**src/rtl/acc_pkg.sv**
```systemverilog
// Shared constants for the convolution result buffer: data widths, status
// word bit positions and the APB register map.
package acc_pkg;
  localparam int RES_W  = 20;
  localparam int APB_DW = 32;

  localparam int ST_EMPTY   = 8;
  localparam int ST_FULL    = 9;
  localparam int ST_AFULL   = 10;
  localparam int ST_OVF     = 11;
  localparam int ST_UDF     = 12;
  localparam int ST_CNT_LSB = 16;

  localparam logic [7:0] ADDR_DATA   = 8'h00;
  localparam logic [7:0] ADDR_STATUS = 8'h04;
  localparam logic [7:0] ADDR_CTRL   = 8'h08;
endpackage

```
**src/rtl/acc_rbuf_mem.sv**
```systemverilog
// Result storage: DEPTH x W register array, synchronous write, asynchronous
// read so the FIFO head is visible without a read cycle.
module acc_rbuf_mem #(
  parameter int DEPTH = 16,
  parameter int W     = 20,
  parameter int AW    = $clog2(DEPTH)
) (
  input  logic          clk,
  input  logic          we,
  input  logic [AW-1:0] waddr,
  input  logic [W-1:0]  wdata,
  input  logic [AW-1:0] raddr,
  output logic [W-1:0]  rdata
);
  logic [W-1:0] mem [DEPTH];

  always_ff @(posedge clk) begin
    if (we) mem[waddr] <= wdata;
  end

  assign rdata = mem[raddr];
endmodule

```
**src/rtl/acc_result_buf.sv**
```systemverilog
// Show-ahead result FIFO between the convolution ALU and the APB front-end.
// Build option ACC_RBUF_RELU_EN stores negative results as zero.
module acc_result_buf
  import acc_pkg::*;
#(
  parameter int DEPTH    = 16,
  parameter int RES_W    = acc_pkg::RES_W,
  parameter int AFULL_TH = 14,
  parameter int CNT_W    = 16
) (
  input  logic             clk,
  input  logic             rst,
  input  logic             wb,
  input  logic [RES_W-1:0] result,
  input  logic             frame_clr,
  input  logic             pop,
  output logic [31:0]      rd_data,
  output logic [31:0]      status,
  output logic             empty,
  output logic             full,
  output logic             afull
);
  localparam int AW = $clog2(DEPTH);
  localparam int CW = AW + 1;
  localparam int CF = (CW < 5) ? CW : 5;
  localparam int FF = (CNT_W < 16) ? CNT_W : 16;

  logic [AW-1:0]    wr_ptr, rd_ptr;
  logic [CW-1:0]    count;
  logic [CNT_W-1:0] frame_cnt;
  logic             ovf, udf;
  logic             push_ok, pop_ok;
  logic [RES_W-1:0] wdata, head;

  assign empty = (count == '0);
  assign full  = (count == CW'(DEPTH));
  assign afull = (count >= CW'(AFULL_TH));

  // A pop frees a slot in the same edge, so a full FIFO still accepts wb+pop.
  assign pop_ok  = pop & ~empty;
  assign push_ok = wb & (~full | pop);

`ifdef ACC_RBUF_RELU_EN
  assign wdata = result[RES_W-1] ? '0 : result;
`else
  assign wdata = result;
`endif

  acc_rbuf_mem #(.DEPTH(DEPTH), .W(RES_W), .AW(AW)) u_mem (
    .clk   (clk),
    .we    (push_ok & ~frame_clr),
    .waddr (wr_ptr),
    .wdata (wdata),
    .raddr (rd_ptr),
    .rdata (head)
  );

  always_ff @(posedge clk or posedge rst) begin
    if (rst) begin
      wr_ptr    <= '0;
      rd_ptr    <= '0;
      count     <= '0;
      frame_cnt <= '0;
      ovf       <= 1'b0;
      udf       <= 1'b0;
    end else if (frame_clr) begin
      wr_ptr    <= '0;
      rd_ptr    <= '0;
      count     <= '0;
      frame_cnt <= '0;
      ovf       <= 1'b0;
      udf       <= 1'b0;
    end else begin
      if (push_ok) begin
        wr_ptr    <= wr_ptr + AW'(1);
        frame_cnt <= frame_cnt + CNT_W'(1);
      end
      if (pop_ok) rd_ptr <= rd_ptr + AW'(1);
      case ({push_ok, pop_ok})
        2'b10:   count <= count + CW'(1);
        2'b01:   count <= count - CW'(1);
        default: count <= count;
      endcase
      if (wb & full & ~pop) ovf <= 1'b1;
      if (pop & empty) udf <= 1'b1;
    end
  end

  assign rd_data = empty ? '0 : {{(APB_DW-RES_W){head[RES_W-1]}}, head};

  always_comb begin
    status                       = '0;
    status[CF-1:0]               = count[CF-1:0];
    status[ST_EMPTY]             = empty;
    status[ST_FULL]              = full;
    status[ST_AFULL]             = afull;
    status[ST_OVF]               = ovf;
    status[ST_UDF]               = udf;
    status[ST_CNT_LSB +: FF]     = frame_cnt[FF-1:0];
  end
endmodule

```
**config.mk**
```make
export PLATFORM = sky130hd
export DESIGN_NAME = acc_result_buf
export DESIGN_NICKNAME = d
export VERILOG_FILES = /design/src/rtl/acc_pkg.sv /design/src/rtl/acc_rbuf_mem.sv /design/src/rtl/acc_result_buf.sv
export SDC_FILE = /design/constraint.sdc
export NUM_CORES = 1
export LEC_CHECK = 0
export ABC_AREA = 0
export CORE_AREA = 2 2 221 223
export DETAILED_ROUTE_END_ITERATION = 8
export DIE_AREA = 0 0 223 225
export PLACE_DENSITY = 0.54
export RECOVER_POWER = 25
export SLEW_MARGIN = 20
export SYNTH_ARGS = -nofsm -noshare
export SYNTH_HDL_FRONTEND = slang
export SYNTH_SLANG_ARGS = --single-unit
```
**constraint.sdc**
```tcl
create_clock -name clk -period 6 [get_ports clk]
set_input_delay 0.9 -clock clk [delete_from_list [all_inputs] [get_ports clk]]
set_output_delay 0.9 -clock clk [all_outputs]
set_load 0.005 [all_outputs]
```
==> impl_metrics.yaml <==
status:
  outcome: "complete, but fails checks"
  violations: "capacitance limit, slew limit"
worst_setup_path:
  cp.depth: 5
  crit_fanout: 56
  crit_buf_inv: 2
  slowest_stage: "dfrtp_4"
  cp.arrival_ns: 3.52
  worstPathCellList: "buf_4, mux4_2, mux2i_1, o22ai_1, clkdlybuf4s50_1"
  worst_ep_required_time_ns: 5.10
  critPathLaunchType: "register"
  critPathTopFamily: "buffers and inverters"
  path_class: "reg -> out"
  critPathCaptureType: "output pin"
  reg2reg_depth: 5
  slowest_delay_ns: 0.98
sta:
  min_period_over_period_pct: 73.6
  setup_tns_ns: 0
  timing.final.max_slew_violations: 32
  finalClockSkew_ns: 0.0170
  finalSetupViolCount: 0
  worst_slew_margin_rel_pct: -20.5
  worst-slew-pin-transition_ns: 1.81
  max_freq_ghz: 0.226
  fin_crit_ns: 4.42
  rsz0062_at_grt: "false"
  hold_viol_final: 0
finish:
  nNetsFinal: 848
  areaGrowthSynthToFinish_pct: 19.0
  num_antenna_cells: 0
  fillers: 4351
  drive_gt1_share_pct: 20.4
global_route:
  grt_start_max_net_pins: 57
  antenna_found_initial: 2
  grt-ovfl-total: 0
  grt_pass1_vias: 7347
  grt_pass1_wl_um: 47900
  track_usage_pct: 12.8
detailed_routing:
  drt_iter0_markers: 458
  route.met2.wl_um: 15000
  maxUsedRoutingLayer: "met5"
  postRouteAntennaNets: 0
  met3_length_um: 1570
  wl_per_cell_um: 21.8
  drcViolationCount: 0
  dr.pass1.iters: 5
  vias: 7052
  wl_met1_um: 14700
  drt-total-wl_um: 31800
  viasPerCell: 4.83
logic_synthesis:
  seq_area_frac_synth_pct: 73.1
  synth-async-reset-ratio_pct: 8.83
  synth_top_area_cell: "edfxtp_1"
  yosysWarnings: 0
  post_synth_inst_count: 722
  synth_commonest_cells: "edfxtp_1, mux4_2, mux2i_1"
  synth_top_area_share_pct: 67.6
  synth_area_leaders: "edfxtp_1, mux4_2, dfrtp_1"
  synth_edf_count: 320
  synth_ff_type: "edfxtp_1"
  synth.distinct_cells: 55
  avgSynthCellArea_um2: 19.7
  synth_most_common_cell: "edfxtp_1"
  netlist_area_mm2: 0.0142
  ys_ff_latch: 351
floorplanning:
  die-area_mm2: 0.0502
  num_io_pins: 92
  start_util_pct: 29.9
  rows: 80
  fp.dieH_um: 225
  core_mm2: 0.0475
  die_x_um: 223
clocking:
  cts_buffer_depth: 3
  numClockSinks: 351
  post_cts_resized: 0
  clock_latency_ns: 0.53
  cts_tree: "built"
  htreeDepth: 2
  holdBufCountCts: 0
  cts_setup_buffers: 0
  numCtsBuffers: 40
  root_buffer: "clkbuf_16"
  clk_pin_slew_ns: 0.06
placed_design:
  io_buffers: 85
  dp_hpwl_um: 18100
  gp_congestion: 0.712
hold_path:
  hold_path.class: "reg -> reg"
  hold_depth: 2
power:
  p_leak_nw: 5.30
  total_power_mw: 6.70
  ir_drop_mv: 0.239
  cellPowerDensity_mw_per_mm2: 396
job:
  maxCapViolations: 1
==> final timing paths <==
path	startpoint	end	slack [ns]
max	rd_ptr[1]$_DFFE_PP0P_	rd_data[0]	1.58
min	ovf$_DFFE_PP0P_	ovf$_DFFE_PP0P_	0.52
max reg2reg	count[4]$_DFFE_PP0P_	u_mem.mem[15][6]$_DFFE_PP_	3.18
min reg2reg	ovf$_DFFE_PP0P_	ovf$_DFFE_PP0P_	0.52
max in group asynchronous	rst	rd_ptr[0]$_DFFE_PP0P_	3.26
min in group asynchronous	rst	count[2]$_DFFE_PP0P_	1.45
==> sequential cells by signal, summed over array words and instances, names as in the netlist <==
| name | count |
|---|---|
| u_mem.mem | 320 |
| frame_cnt | 16 |
| count | 5 |
| rd_ptr | 4 |
| wr_ptr | 4 |
| ovf | 1 |
| udf | 1 |
==> through the flow <==
step	std cells	utilization, %	hold WS (ns)	setup WS [ns]	instance area, um^2
finish	1461	35.6	0.515	1.58	16900
global route	1461	35.6	0.549	1.33	16900
CTS	1461	35.6	0.526	1.52	16900
global placement	1388	33.0	0.506	2.06	15700
detailed placement	1388	33.0	0.511	2.08	15700
floorplan	727	-	0.464	2.96	14200
==> per-layer routing <==
layer	vias up	track usage (%)
li1	3109	-
met1	3734	18.1
met2	163	20.1
met3	44	2.67
met4	2	3.05
met5	-	0
==> cell type report <==
cell class | instances | area [um^2] | area share (%)
Clock inverter | 24 | 176 | 1.04
Sequential cell | 351 | 10400 | 61.4
Tap cell | 615 | 769 | 4.55
Clock buffer | 49 | 1060 | 6.24
Inverter | 9 | 33.8 | 0.200
Multi-Input combinational cell | 305 | 3460 | 20.4
Timing Repair Buffer | 108 | 1030 | 6.10
==> worst reg2reg max path: cells and delay by family (launching register included) <==
family	cells	cell delay, ns
and+or+nand+nor	3	1.32
buffers and inverters	1	0.42
AOI/OAI and AO/OA	1	0.15
DFF	1	0.58
==> cells in the final DEF (no fill, tap or decap), types with 3 or more instances in the layout <==
master and n:
buf_4 21, clkbuf_1 9, conb_1 6, clkbuf_16 41, nor4_1 3, xor2_1 7, nand2_1 5, inv_6 3
edfxtp_1 320, clkinv_2 5, or4_1 3, ha_1 8, o211ai_1 5, mux2i_1 43, clkinv_1 11, nor3_1 4
a21oi_1 12, clkdlybuf4s50_1 71, o31ai_1 4, nand4_1 3, xnor2_1 7, dfrtp_1 28, inv_1 8, dlygate4sd3_1 14
o22ai_1 20, nand3_1 5, nor2b_1 3, mux4_2 80, and3_1 10, or3_1 5, nor2_1 23, o21ai_0 7
and2_1 12
==> logic make-up after synthesis <==
logic type               synth area share (%)
flip-flops                               73.1
multiplexers                             15.9
buffers and inverters                    2.78
other                                  0.0264
AO/OA/AOI/OAI                            3.48
AND/OR/NAND/NOR                          3.21
adder cells (fa/ha/maj)                 0.704
XOR/XNOR                                0.863
==> power breakdown <==
group	leakage, nW	switching (mW)	internal [mW]
Sequential	3.30	0.179	2.72
Clock	0.598	0.954	1.34
Combinational	1.40	0.642	0.867
No activity file was read; power rests on OpenSTA's default activity.
